## src/rtl/line_pkg.sv

```systemverilog
// Shared definitions for the line sweep sequencer: screen geometry,
// coordinate types, sequencer states and the sweep position advance rule.
package line_pkg;

  localparam int SCREEN_W = 640;
  localparam int SCREEN_H = 480;

  typedef logic [9:0] coord_x_t;
  typedef logic [8:0] coord_y_t;

  typedef enum logic [2:0] {
    INIT,
    HOLD,
    ERASE_ISSUE,
    ERASE_WAIT,
    DRAW_ISSUE,
    DRAW_WAIT,
    CLR_ISSUE,
    CLR_WAIT
  } seq_state_t;

  // Next sweep column: wraps to 0 once the step would pass x_max.
  // The sum is formed one bit wider than a column so it cannot overflow.
  function automatic coord_x_t advance_pos(input coord_x_t pos, input int step, input int x_max);
    logic [10:0] sum;
    sum = {1'b0, pos} + 11'(step);
    if (sum > 11'(x_max)) begin
      return '0;
    end
    return sum[9:0];
  endfunction

endpackage

```

## src/rtl/sweep_position.sv

```systemverilog
// Sweep position register: steps forward after each erase and snaps back
// to column 0 when a full-screen clear finishes.
module sweep_position
  import line_pkg::*;
#(
  parameter int X_MAX = SCREEN_W - 1,
  parameter int STEP  = 1
) (
  input  logic     clk,
  input  logic     reset,
  input  logic     advance,
  input  logic     restart,
  output coord_x_t pos
);

  // Restart wins over advance; the two never coincide in normal operation.
  always_ff @(posedge clk) begin
    if (reset) begin
      pos <= '0;
    end else if (restart) begin
      pos <= '0;
    end else if (advance) begin
      pos <= advance_pos(pos, STEP, X_MAX);
    end
  end

endmodule

```

## src/rtl/line_sweep_sequencer.sv

```systemverilog
// Command source for the line drawer: animates a sweeping line by erasing
// the old line and drawing the next one on each accepted tick, and blanks
// the whole screen column by column on a clear request.
module line_sweep_sequencer
  import line_pkg::*;
#(
  parameter int X_MAX = SCREEN_W - 1,
  parameter int Y_MAX = SCREEN_H - 1,
  parameter int STEP  = 1
) (
  input  logic        clk,
  input  logic        reset,
  input  logic        step_tick,
  input  logic        en,
  input  logic        clear_req,
  input  logic        ld_done,
  output logic        ld_start,
  output coord_x_t    x0,
  output coord_x_t    x1,
  output coord_y_t    y0,
  output coord_y_t    y1,
  output logic        pixel_color,
  output logic        busy,
  output logic [15:0] lines_drawn
);

  localparam coord_x_t X_MAX_X = coord_x_t'(X_MAX);
  localparam coord_y_t Y_MAX_Y = coord_y_t'(Y_MAX);

  seq_state_t state;
  seq_state_t next_state;
  coord_x_t   pos;
  coord_x_t   pos_adv;
  coord_x_t   clr_col;
  logic       pend_tick;
  logic       pend_clr;
  logic       drawn;
  logic       tick_now;
  logic       tick_any;
  logic       clr_any;
  logic       erase_done;
  logic       draw_done;
  logic       clr_done;
  logic       clr_last;
  logic       hold_to_clr;
  logic       hold_to_sweep;
  logic       load;
  coord_x_t   load_x0;
  coord_x_t   load_x1;
  logic       load_color;

  assign tick_now      = step_tick & en;
  assign tick_any      = pend_tick | tick_now;
  assign clr_any       = pend_clr | clear_req;
  assign erase_done    = (state == ERASE_WAIT) && ld_done;
  assign draw_done     = (state == DRAW_WAIT) && ld_done;
  assign clr_done      = (state == CLR_WAIT) && ld_done;
  assign clr_last      = clr_done && (clr_col >= X_MAX_X);
  assign hold_to_clr   = (state == HOLD) && clr_any;
  assign hold_to_sweep = (state == HOLD) && !clr_any && tick_any;
  assign pos_adv       = advance_pos(pos, STEP, X_MAX);
  assign y0            = '0;

  sweep_position #(
    .X_MAX(X_MAX),
    .STEP (STEP)
  ) u_sweep_position (
    .clk    (clk),
    .reset  (reset),
    .advance(erase_done),
    .restart(clr_last),
    .pos    (pos)
  );

  // State register.
  always_ff @(posedge clk) begin
    if (reset) begin
      state <= INIT;
    end else begin
      state <= next_state;
    end
  end

  // Next state plus the endpoints/colour to latch when entering an issue state.
  always_comb begin
    next_state = state;
    load       = 1'b0;
    load_x0    = pos;
    load_x1    = X_MAX_X - pos;
    load_color = 1'b0;
    case (state)
      INIT: begin
        next_state = DRAW_ISSUE;
        load       = 1'b1;
        load_color = 1'b1;
      end
      HOLD: begin
        if (clr_any) begin
          next_state = CLR_ISSUE;
          load       = 1'b1;
          load_x0    = '0;
          load_x1    = '0;
        end else if (tick_any) begin
          load = 1'b1;
          if (drawn) begin
            next_state = ERASE_ISSUE;
          end else begin
            next_state = DRAW_ISSUE;
            load_color = 1'b1;
          end
        end
      end
      ERASE_ISSUE: next_state = ERASE_WAIT;
      ERASE_WAIT: begin
        if (ld_done) begin
          next_state = DRAW_ISSUE;
          load       = 1'b1;
          load_x0    = pos_adv;
          load_x1    = X_MAX_X - pos_adv;
          load_color = 1'b1;
        end
      end
      DRAW_ISSUE: next_state = DRAW_WAIT;
      DRAW_WAIT: begin
        if (ld_done) begin
          next_state = HOLD;
        end
      end
      CLR_ISSUE: next_state = CLR_WAIT;
      CLR_WAIT: begin
        if (ld_done) begin
          load = 1'b1;
          if (clr_col < X_MAX_X) begin
            next_state = CLR_ISSUE;
            load_x0    = clr_col + 10'd1;
            load_x1    = clr_col + 10'd1;
          end else begin
            next_state = DRAW_ISSUE;
            load_x0    = '0;
            load_x1    = X_MAX_X;
            load_color = 1'b1;
          end
        end
      end
      default: next_state = INIT;
    endcase
  end

  // Registered outputs to the line drawer, held steady until the next issue.
  always_ff @(posedge clk) begin
    if (reset) begin
      x0          <= '0;
      x1          <= '0;
      y1          <= '0;
      pixel_color <= 1'b0;
      ld_start    <= 1'b0;
      busy        <= 1'b0;
    end else begin
      if (load) begin
        x0          <= load_x0;
        x1          <= load_x1;
        y1          <= Y_MAX_Y;
        pixel_color <= load_color;
      end
      ld_start <= (next_state == ERASE_ISSUE) || (next_state == DRAW_ISSUE) ||
                  (next_state == CLR_ISSUE);
      busy     <= (next_state != HOLD);
    end
  end

  // Pending requests, clear column, drawn flag and completed-line counter.
  always_ff @(posedge clk) begin
    if (reset) begin
      pend_tick   <= 1'b0;
      pend_clr    <= 1'b0;
      drawn       <= 1'b0;
      clr_col     <= '0;
      lines_drawn <= '0;
    end else begin
      if (hold_to_sweep) begin
        pend_tick <= 1'b0;
      end else if (tick_now) begin
        pend_tick <= 1'b1;
      end

      if (clr_last) begin
        pend_clr <= 1'b0;
      end else if (clear_req && (state != CLR_ISSUE) && (state != CLR_WAIT)) begin
        pend_clr <= 1'b1;
      end

      if (hold_to_clr) begin
        clr_col <= '0;
      end else if (clr_done && !clr_last) begin
        clr_col <= clr_col + 10'd1;
      end

      if (erase_done || clr_last) begin
        drawn <= 1'b0;
      end else if (draw_done) begin
        drawn <= 1'b1;
      end

      if (draw_done) begin
        lines_drawn <= lines_drawn + 16'd1;
      end
    end
  end

endmodule
```

## config.mk

```make
export PLATFORM = sky130hd
export DESIGN_NAME = line_sweep_sequencer
export DESIGN_NICKNAME = d
export VERILOG_FILES = /design/src/rtl/line_pkg.sv /design/src/rtl/sweep_position.sv /design/src/rtl/line_sweep_sequencer.sv
export SDC_FILE = /design/constraint.sdc
export NUM_CORES = 1
export LEC_CHECK = 0
export BUFFER_PORTS_ARGS = -buffer_cell sky130_fd_sc_hd__buf_2
export CAP_MARGIN = 15
export CORE_ASPECT_RATIO = 1.75
export CORE_MARGIN = 10
export CORE_UTILIZATION = 40
export DETAILED_ROUTE_END_ITERATION = 7
export PLACE_DENSITY = 0.6
export SYNTH_ARGS = -nofsm -noshare
export SYNTH_HDL_FRONTEND = slang
export SYNTH_SLANG_ARGS = --single-unit
export TNS_END_PERCENT = 5
```

## constraint.sdc

```tcl
create_clock -name clk -period 4.7 [get_ports clk]
set_input_delay 0.94 -clock clk [delete_from_list [all_inputs] [get_ports clk]]
set_output_delay 0.94 -clock clk [all_outputs]
set_load 0.005 [all_outputs]
```

# --- After elaboration in Yosys (flattened, before gate mapping) ---
# Index checks and enable logic that the tools add are counted.
totals:
  ff_bits: 66
  out_inout_bits: 57
  wordCells: 93
classes:
  addsub: 5
  order_cmp: 3
  n_eq_ne: 13
  muxes: 35
  bitwise: 3
  n_reduce_logical: 21
op_table:
  columns: ["op", "count"]
  rows:
  - ["two-way mux 10 bit", 11]
  - ["one-hot mux 10 bit (3 select lines)", 2]
  - ["one-hot mux 3 bit (8 select lines)", 1]
  - ["subtractor 10 bit (first input constant)", 2]
  - ["== test 3 bit (second input constant)", 6]
  - ["two-way mux 3 bit", 6]
  - ["adder 16 x 1 -> 16 bit (second input constant)", 1]
  - ["two-way mux 1 bit", 12]
  - ["adder 10 x 1 -> 11 bit (second input constant)", 1]
  - ["greater-than comparator 11 x 10 -> 1 bit (second input constant)", 1]
  - ["adder 10 x 1 -> 10 bit (second input constant)", 1]
  - ["greater-or-equal comparator 10 bit (second input constant)", 1]
  - ["logical AND 1 bit", 10]
  - ["less-than comparator 10 bit (second input constant)", 1]
  - ["OR reduction 2 bit", 5]
  - ["== test 3 x 2 -> 1 bit (second input constant)", 3]
  - ["inequality test 3 bit (second input constant)", 2]
  - ["one-hot mux 1 bit (4 select lines)", 1]
  - ["== test 3 x 1 -> 1 bit (second input constant)", 1]
  - ["zero test 3 bit", 1]
  - ["logical OR 1 bit", 3]
  - ["inequality test 3 x 1 -> 1 bit (second input constant)", 1]
  - ["one-hot mux 1 bit (3 select lines)", 1]
  - ["zero test 1 bit", 2]
  - ["other kinds (3)", 4]

# --- Longest topological paths before layout ---
depth:
  ltp_word: 8
  ltp_mapped: 15

# --- Modules after synthesis ---
# A second synthesis with hierarchy kept.
unflattened:
  hier_cells: 551
  area_unflattened_um2: 4270.3
by_module_without_submodules:
  columns: ["module", "instances", "cells_each", "area_each_um2", "seq_area_each_um2"]
  rows:
  - ["line_sweep_sequencer", 1, 466, 3568.4, 1101.1]
  - ["sweep_position", 1, 85, 701.9, 200.2]

# --- Worst setup path after synthesis ---
# No wires, ideal clock.
synth_timing:
  path_kind: "register to register"
  startpoint: "register u_sweep_position.pos[0]"
  endpoint: "register x1[8]"
  t_arrival_ns: 3.150
  t_required_ns: 4.568
  slack_ns: 1.418
  stages_incl_launch_ff: 16
  path_buffers: 3
  cell_sequence: "dfxtp_1 buf_2 inv_1 ha_1 nor4b_4 or4b_1 a222oi_1 a21oi_1 buf_6 buf_6 o21ai_0 ha_1 nand2_1 a21oi_1 a211oi_1 nor3_1"
synth_via:
  elab_chain_cells: 7
  elab_cells_between_ends: 10
  cone_classes: "add/sub: 3; order compare: 1; mux: 6"
synth_lines:
  columns: ["item", "line_no", "source"]
  rows:
  - ["start: declaration", "sweep_position.sv:13", "output coord_x_t pos"]
  - ["start signal: assignment", "sweep_position.sv:23", "pos <= advance_pos(pos, STEP, X_MAX);"]
  - ["adder 10 x 1 -> 11 bit", "line_pkg.sv:26", "sum = {1'b0, pos} + 11'(step);"]
  - ["greater-than comparator 11 x 10 -> 1 bit", "line_pkg.sv:27", "if (sum > 11'(x_max)) begin"]
  - ["two-way mux 1 bit", "line_pkg.sv:27", null]
  - ["two-way mux 10 bit", "line_pkg.sv:30", "return sum[9:0];"]
  - ["subtractor 10 bit", "line_sweep_sequencer.sv:119", "load_x1 = X_MAX_X - pos_adv;"]
  - ["two-way mux 10 bit", "line_sweep_sequencer.sv:115", "if (ld_done) begin"]
  - ["one-hot mux 10 bit (3 select lines) (*)", "line_sweep_sequencer.sv:91", "case (state)"]
  - ["end signal: assignment", "line_sweep_sequencer.sv:161", "x1 <= load_x1;"]
  - ["end: declaration", "line_sweep_sequencer.sv:19", "output coord_x_t x1,"]
# Mark *: on every way between the ends. The rest lies on a longest branch, timed or not.
# A chain may end at the register's enable or synchronous reset.

# --- Worst setup path after layout ---
# Same ends and word-level chain as after synthesis.

==> impl.org <==
** Outcome
- Result of the run :: completed

** Power and ir drop
- Dividing total power by cell area gives a power density of 323 nW/um^2.
- Of the total power, registers draw 0.433.
- The share of total power dissipated in combinational logic is 0.134.
- Max rail drop VDD :: 192 uV
- Internal Power :: 0.00103 W
- The share of total power dissipated in the clock network is 0.433.
- Switching power total :: 0.000377 W
- Of the total power, the share spent switching nets is 0.267.
- PnR Total Power :: 0.00141 W
- Summed over all cells, the static leakage comes to 1.68 nW.

** Drt
- Total detailed-routing wirelength :: 12.6 mm
- The final route contains 3925 vias.
- DR iter-0 viols :: 342
- The count of nets left with antenna violations once routing finished came out at 0.
- In the final routed layout, each cell accounts on average for 19.4 um.
- Using the TritonRoute via totals, the vias-per-cell ratio works out to 6.03.
- The first detailed-routing pass took 5 iterations.
- DRC violations left :: 0

** Setup path
- At the worst endpoint, the required time is 4.88 ns.
- The largest individual stage delay along the critical path comes from the cell dfxtp_1.
- In this run the worst path has a maximum fanout of 13.
- The worst setup path is of the flop to flop kind.
- Critical Path AT :: 3.59 ns
- Cell type group with the largest total delay on the critical path :: compound AO/OA/AOI/OAI gates
- Worst setup EP type :: flop
- Cells along the critical path :: inv_1, ha_1, nor4b_4, or4b_1, a222oi_1, a21oi_1, o21ai_0, ha_1, nand2_1, a21oi_1, a211oi_1, nor3_1
- For this run, the slowest stage of the critical path takes 0.57 ns.
- Number of buffer and inverter stages on the critical path :: 1
- Kind of start point of the critical path :: flop

** GRT
- Antenna violations before repair :: 0
- GRT Residual Overflow :: 0
- Vias in the first global route :: 3786
- The first global-routing pass estimated 20.0 mm of wire.
- Across every metal layer, demand over resource in global routing totals 0.180.
- Entering global routing, the biggest net connects 46 pins.

** CTS
- Counting every sink on the clock net gives 65.
- Number of buffers inserted to repair setup after CTS :: 0
- Number of instances resized during post-cts repair :: 0
- Register clock-pin slew on the reported worst setup and hold paths :: 0.05 ns
- The root buffer cell chosen for the clock tree is clkbuf_16.
- H-tree depth reported by CTS :: 3
- The clock passes through at most 2 buffers.
- CTS Hold Bufs :: 0
- TritonCTS clock tree :: done
- Later-pin clock latency in the skew report :: 0.34 ns
- Counting the buffers created by CTS gives 9.

** Synthesis
- In the synthesized netlist the dominant register cell turns out to be dfxtp_1.
- The synthesized design contains 0 enable-type register cells.
- Syn. warnings :: 0
- Average cell area after synthesis :: 7.81 sq um
- After synthesis the cells add up to 3900 sq um.
- Number of unique standard cell types used by synthesis :: 63
- The share of the Yosys chip area taken by registers is 0.334.
- Total of flip-flops plus latches after synthesis :: 65
- Number of instances in the synthesized netlist :: 499
- Proportion of synthesized flip-flops having asynchronous set or reset :: 0

** STA
- For the pin with the worst max-slew slack, the measured transition is 0.982 ns.
- Final period utilization :: 0.725
- Max Fclk :: 293 MHz
- Setup Total Neg Slack :: 0 ns
- Setup repair after global routing left no endpoint under its margin.
- Shortest period the worst path allows :: 3.41 ns
- Max-Slew Margin vs Limit :: 0.338
- Final hold viol count :: 0
- Post-Route Skew :: 0.00905 ns
- Number of max-slew violations in the final report :: 0
- Setup violations remaining at the end of the flow were counted as 0.

** Die
- The die covers 14200 sq um.
- For this configuration, the core starts out at a cell density of 0.412.
- The floorplan step defined a core boundary enclosing 9470 sq um.
- I/O pins :: 63
- From bottom edge to top edge, the die measures 151 um.
- Floorplan row count :: 47
- Measured along the x axis, the die boundary spans 94.6 um.

** Placed design
- At the end of routability-driven placement, the weighted congestion stood at 0.965.
- Port Buffer Count :: 52
- After legalization and detailed placement, the total HPWL measured 9.42 mm.
- Once placement finished, the instance area stood at 4090 sq um.

** Layout
- # nets final :: 539
- Layout Cell Area excl Fill :: 4360 sq um
- The number of antenna diodes in the final layout is 0.
- In the final layout, the share of cells above drive strength 1 is 0.147.
- Layout area overhead :: 11.9%
- Layout filler cell count :: 998

** Hold path
- Path category of the worst min-delay check :: flop to flop

** Flow run
- Max-cap violations in this run came to 0.
[layout by cell type (no fill, tap or decap), types with 3 or more instances in the layout]
master     instances
nor2_1            71
dfxtp_1           65
buf_2             52
nand2_1           50
o21ai_0           29
xnor2_1           20
nand3_1           19
a21oi_1           18
xor2_1            15
inv_1             13
nor3_1            11
a211oi_1          11
nand4_1           10
o211ai_1          10
conb_1            10
and3_1             9
clkbuf_16          9
ha_1               7
a221oi_1           6
a311oi_1           6
nor4_1             5
a31oi_1            5
or3_1              4
o21a_1             4
nand2b_1           4
o2111ai_1          4
nor2b_1            3
and2_1             3
a21o_1             3
a221o_1            3
and4_1             3
buf_4              3
[stage by stage]
| step | hold slack, ns | instances | worst slack [ns] | util |
|---|---|---|---|---|
| after floorplan | 0.448 | 508 | 1.42 | - |
| after global placement | 0.458 | 637 | 1.41 | 0.432 |
| after detailed placement | 0.456 | 637 | 1.32 | 0.432 |
| after CTS | 0.465 | 651 | 1.32 | 0.461 |
| after global routing | 0.520 | 651 | 1.10 | 0.461 |
| final | 0.469 | 651 | 1.29 | 0.461 |
[routing by layer]
metal,wire length (um),global-route usage
met5,0,0
met4,762,0.129
met3,942,0.0459
met2,6470,0.314
met1,4460,0.179
[area by class of cell]
type                    instances  area, sq um  area share
multi-input cells             382         2310       0.529
flip-flops and latches         65         1300       0.298
repair buffers                 55          283      0.0648
clock buffers                  11          253      0.0579
well taps                     122          153      0.0350
inverters                      13         48.8      0.0112
clock inverters                 3         17.5     0.00402
[state kept, by name, summed over array words and instances (netlist names)]
name                  cells
pend_clr                  1
state                     3
x0                       10
x1                        9
busy                      1
ld_start                  1
u_sweep_position.pos     10
y1                        1
clr_col                  10
lines_drawn              16
pend_tick                 1
drawn                     1
pixel_color               1
[synth_stat cells, drive strengths merged (4+ instances only)]
| master | count | area share |
|---|---|---|
| nand3 | 19 | 0.024 |
| nand2 | 51 | 0.050 |
| o21ai | 31 | 0.040 |
| inv | 13 | 0.013 |
| xnor2 | 20 | 0.045 |
| a211oi | 11 | 0.021 |
| a311oi | 6 | 0.013 |
| xor2 | 15 | 0.034 |
| ha | 7 | 0.022 |
| or3 | 4 | 0.0064 |
| clkbuf | 22 | 0.021 |
| nor3 | 11 | 0.014 |
| nand2b | 4 | 0.0064 |
| dfxtp | 65 | 0.33 |
| nand4 | 10 | 0.016 |
| o211ai | 10 | 0.019 |
| nor2 | 71 | 0.068 |
| o2111ai | 4 | 0.0090 |
| buf | 26 | 0.049 |
| a31oi | 5 | 0.0080 |
| o21a | 5 | 0.012 |
| a221oi | 7 | 0.017 |
| nor4 | 5 | 0.0080 |
| a21oi | 18 | 0.023 |
| and3 | 9 | 0.014 |
[final timing paths]
| kind | start | end | slack (ns) | depth (start not counted) |
|---|---|---|---|---|
| worst max-delay path | u_sweep_position.pos[0] | x1[8] | 1.29 | 12 |
| worst min-delay path | pixel_color | pixel_color | 0.47 | 2 |
| worst max register to register | u_sweep_position.pos[0] | x1[8] | 1.29 | 12 |
| worst min register to register | pixel_color | pixel_color | 0.47 | 2 |
[power by group through the flow]
| stage | registers, W | logic, W | clock network, W |
|---|---|---|---|
| detailed placement | 0.000621 | 0.000190 | 0 |
| finish | 0.000610 | 0.000189 | 0.000609 |
| CTS | 0.000609 | 0.000191 | 0.000619 |
| floorplan | 0.000612 | 0.000135 | 0 |
| global route | 0.000614 | 0.000212 | 0.000651 |
| global placement | 0.000620 | 0.000189 | 0 |
[worst min-delay path, cell delays in order (launching register included)]
cell	delay, ns
dfxtp_1	0.32
nand2_1	0.06
a21oi_1	0.05
[cells by family (layout without fill, tap and decap cells)]
group / Yosys count / in the layout / synth area share
simple gates: 202 / 202 / 0.248
compound gates: 127 / 127 / 0.231
flops: 65 / 65 / 0.334
buf+inv: 61 / 82 / 0.0829
xor+xnor: 35 / 35 / 0.0787
fa+ha+maj: 7 / 7 / 0.0225
other cells: 1 / 10 / 0.000962
mux: 1 / 1 / 0.00257
Power figures use the tool's default switching activity.
